File: src/rtl/seq_detector_param.sv
// rtl/seq_detector_param.sv - programmable serial bit-pattern detector (optional DET_COUNT_EN match counter)
module seq_detector_param #(
  parameter int               PAT_W   = 8,
  parameter int               CNT_W   = 16,
  parameter logic [PAT_W-1:0] RST_PAT = PAT_W'(8'h0D),
  parameter int               RST_LEN = 4,
  parameter bit               RST_OVL = 1'b0,
  localparam int              LEN_W   = $clog2(PAT_W + 1)
) (
  input  logic             clk,
  input  logic             reset,
  input  logic             data,
  input  logic             valid,
  input  logic             cfg_load,
  input  logic [PAT_W-1:0] cfg_pattern,
  input  logic [LEN_W-1:0] cfg_len,
  input  logic             cfg_overlap,
  output logic             detected
`ifdef DET_COUNT_EN
  ,
  output logic [CNT_W-1:0] det_count
`endif
);

  // Reject configurations the window shift or counter cannot represent.
  if (PAT_W < 2 || CNT_W < 1) begin : g_param_check
    $error("seq_detector_param: PAT_W must be >= 2 and CNT_W >= 1");
  end

  logic [PAT_W-1:0] pat;
  logic [LEN_W-1:0] len;
  logic             ovl;
  logic [PAT_W-1:0] win;
  logic [LEN_W-1:0] fill;

  logic [PAT_W-1:0] win_n;
  logic [LEN_W-1:0] fill_n;
  logic [PAT_W-1:0] mask;
  logic [LEN_W-1:0] len_clamped;
  logic             match;

  // Next window/fill and the match decision for the bit presented this cycle.
  always_comb begin
    win_n       = {win[PAT_W-2:0], data};
    fill_n      = (fill >= LEN_W'(PAT_W)) ? fill : fill + 1'b1;
    mask        = '0;
    for (int i = 0; i < PAT_W; i++) begin
      mask[i] = (i < int'(len));
    end
    // A match needs at least len bits since the last flush and the newest len bits equal to the pattern.
    match       = (len != '0) && (fill_n >= len) && (((win_n ^ pat) & mask) == '0);
    len_clamped = (cfg_len > LEN_W'(PAT_W)) ? LEN_W'(PAT_W) : cfg_len;
  end

  // Active configuration, replaced wholesale on cfg_load.
  always_ff @(posedge clk or posedge reset) begin
    if (reset) begin
      pat <= RST_PAT;
      len <= LEN_W'(RST_LEN);
      ovl <= RST_OVL;
    end else if (cfg_load) begin
      pat <= cfg_pattern;
      len <= len_clamped;
      ovl <= cfg_overlap;
    end
  end

  // Shift window, fill counter and registered match pulse; cfg_load flushes progress.
  always_ff @(posedge clk or posedge reset) begin
    if (reset) begin
      win      <= '0;
      fill     <= '0;
      detected <= 1'b0;
    end else if (cfg_load) begin
      win      <= '0;
      fill     <= '0;
      detected <= 1'b0;
    end else if (valid) begin
      win      <= win_n;
      // Non-overlapping mode restarts the count so no matched bit can be reused.
      fill     <= (match && !ovl) ? '0 : fill_n;
      detected <= match;
    end else begin
      detected <= 1'b0;
    end
  end

`ifdef DET_COUNT_EN
  // Saturating match counter, cleared by a configuration load.
  always_ff @(posedge clk or posedge reset) begin
    if (reset) begin
      det_count <= '0;
    end else if (cfg_load) begin
      det_count <= '0;
    end else if (valid && match && (det_count != {CNT_W{1'b1}})) begin
      det_count <= det_count + 1'b1;
    end
  end
`endif

endmodule

File: config.mk
export PLATFORM = sky130hd
export DESIGN_NAME = seq_detector_param
export DESIGN_NICKNAME = d
export VERILOG_FILES = /design/src/rtl/seq_detector_param.sv
export SDC_FILE = /design/constraint.sdc
export NUM_CORES = 1
export LEC_CHECK = 0
export ABC_AREA = 0
export CORE_UTILIZATION = 45
export CTS_CLUSTER_DIAMETER = 50
export CTS_CLUSTER_SIZE = 24
export DETAILED_ROUTE_END_ITERATION = 7
export DONT_BUFFER_PORTS = 1
export PLACE_DENSITY = 0.59
export RECOVER_POWER = 100
export SLEW_MARGIN = 30
export SYNTH_ARGS = -nofsm -noshare
export SYNTH_HDL_FRONTEND = slang
export SYNTH_SLANG_ARGS = --single-unit
export TNS_END_PERCENT = 20
File: constraint.sdc
create_clock -name clk -period 3.9 [get_ports clk]
set_input_delay 0.195 -clock clk [delete_from_list [all_inputs] [get_ports clk]]
set_output_delay 0.195 -clock clk [all_outputs]
set_load 0.02 [all_outputs]
==> impl_metrics.tcl <==
set metrics [dict create \
    p_per_area_nw_per_um2 336.1 \
    ys_warn_count 0 \
    dieHeight_um 56.44 \
    yosysMostFrequentCell "dfrtp_1" \
    cts_tree "built" \
    drc 0 \
    hold_violations 0 \
    die_area_um2 3185 \
    portBuffers 0 \
    dp_hpwl_um 1598 \
    setup_violations 0 \
    max-clock-path-buffers 2 \
    ant_nets 0 \
    clockRootBuffer "clkbuf_4" \
    async_flop_share_pct 100.0 \
    clock_latency_ps 310 \
    num-fill-cells 264 \
    synth_fp_nets 143 \
    cp.arrival_ps 3320 \
    row_count 19 \
    ys.flop_type "dfrtp_1" \
    slew_violations 0 \
    firstDrtPassIters 4 \
    clock-sinks 25 \
    path_max_fanout 5 \
    syn2layout_area_growth_pct 10.98 \
    synth_area_leader_cell "dfrtp_1" \
    tightest_slew_ps 939.5 \
    synth_top_area_share_pct 39.40 \
    diodes 0 \
    antenna_found_initial 0 \
    synth-edff-count 0 \
    ys_types 29 \
    reg2reg_slack_ps 790 \
    cts_max_level 1 \
    core_area_um2 2781 \
    fin_skew_ps 3.375 \
    slew_headroom_pct 37.30 \
    first_iter_violations 17 \
    place_congestion 0.7583 \
    viasPerCell 5.466 \
    status "finished, final reports clean" \
    wl_per_cell_um 14.85 \
    peakVddDrop_mv 0.2242 \
    drive_gt1_share_pct 11.54 \
    ys_seq_area_share_pct 47.28 \
    clk_pin_slew_worst_paths_ps 130 \
    cts_buffers 3 \
    finalWirelength_um 2391 \
    min_period_over_period_pct 79.69 \
    p_leak_nw 0.6582 \
    vias 880 \
    start_kind "flop" \
    hp-class "input port to flop" \
    period_needed_ps 3108 \
    setup_tns_ps 0 \
    multiInputGateArea_um2 634.4 \
    synth_common_cells "21 x dfrtp_1, 9 x mux2_2, 8 x inv_1, 8 x mux2i_1, 8 x nor2_1" \
    utilization_pct 53.22 \
    die_w_um 56.44 \
    grt_start_max_net_pins 26 \
    rsz0062_at_grt "false" \
    grt_pass1_wl_um 4140 \
    syn-instance-count 119 \
    seq_area_um2 630.6 \
    start_util_pct 47.95 \
    grt_usage_pct 16.94 \
    max_freq_ghz 0.3218 \
    first_global_vias 869 \
    grt.overflow.total 0 \
    synth.avg_cell_area_um2 11.21 \
    cap_violations 0 \
    ys_top_cells_by_area "dfrtp_1 39%, dfstp_2 7.9%, mux2_2 7.6%" \
    fin_nets 155 \
    ys_ff_latch 25 \
    netlist_area_um2 1334 \
    design.portCount 19 \
    crit_type "flop to flop" \
    crit_path_end_kind "flop" \
    required_ps 4110 \
]
flip-flops by register name, summed over array words and instances (netlist names):
signal,count
win,7
fill,4
detected,1
ovl,1
pat,8
len,4
cells in the final DEF (no fill, tap or decap), types with 2 or more instances in the layout:
master	netlist	layout
dfrtp_1	21	21
dlygate4sd3_1	0	12
mux2_2	9	8
mux2i_1	8	8
nor2_1	8	8
inv_1	8	8
xnor2_1	7	7
o21ai_0	6	6
ha_1	6	6
nand2_1	5	5
o22ai_1	5	5
nand2b_1	5	5
xor2_1	4	4
a31oi_1	3	3
clkbuf_4	0	3
dfstp_1	0	3
nor2b_1	2	2
a311oi_1	2	2
worst max-delay path: stages, from the launching register on:
cell and delay, ps:
dfrtp_1 460, inv_1 70, ha_1 280, mux2_1 320
ha_1 290, a211o_1 110, a21oi_1 60, nor4_1 640
a311oi_1 200, dlygate4sd3_1 590
per-stage QoR:
stage	total power, mW	hold WS [ps]	setup WS, ps	area (um2)	std cells
after floorplan	0.3770	219.4	1791	1334	119
after global placement	0.3844	264.3	1736	1353	145
after detailed placement	0.3864	266.8	1676	1353	145
after CTS	0.5085	2.086	1126	1459	157
after global routing	0.5295	0.4903	512.8	1480	161
final	0.4974	19.05	792.1	1480	161
metal layers:
layer | wire (um) | vias to the layer above | global-route usage, %
met2 | 1222 | 10 | 28.07
met5 | 0 | - | 0
met1 | 1076 | 430 | 22.24
li1 | - | 435 | -
met4 | 33 | 0 | 6.272
met3 | 59 | 5 | 2.765
cell type report:
type | instances | area share (%)
flip-flops and latches | 25 | 42.60
repair buffers | 12 | 8.115
well taps | 31 | 2.620
clock buffers | 4 | 1.775
inverters | 8 | 2.029
multi-input cells | 81 | 42.86
final timing paths:
kind,endpoint,depth (start not counted),startpoint
max,fill[3],9,fill[0]
min,pat[5],1,cfg_pattern[5]
max reg2reg,fill[3],9,fill[0]
min reg2reg,pat[7],1,pat[7]
max in group asynchronous,fill[1],2,reset
min in group asynchronous,pat[7],2,reset
report_power, final:
part | internal, mW | switching (mW) | total [mW]
registers | 0.278 | 0.0176 | 0.296
clock network | 0.0400 | 0.0735 | 0.113
logic | 0.0487 | 0.0393 | 0.0880
cell families after synthesis:
group / after synthesis / share of synthesized area [%]
multiplexers: 17 / 13.60
buffers and inverters: 13 / 3.752
flip-flops: 25 / 47.28
AO/OA/AOI/OAI: 24 / 12.57
AND/OR/NAND/NOR: 23 / 9.944
adder cells (fa/ha/maj): 6 / 5.628
XOR/XNOR: 11 / 7.223
timing repair:
| item | in CTS | in global routing |
|---|---|---|
| hold buffers | 8 | 4 |
| resized for setup | 0 | 0 |
| buffers inserted | 0 | 0 |
| endpoints found under the hold margin | 37 | 4 |
No activity file was read; power rests on OpenSTA's default activity.
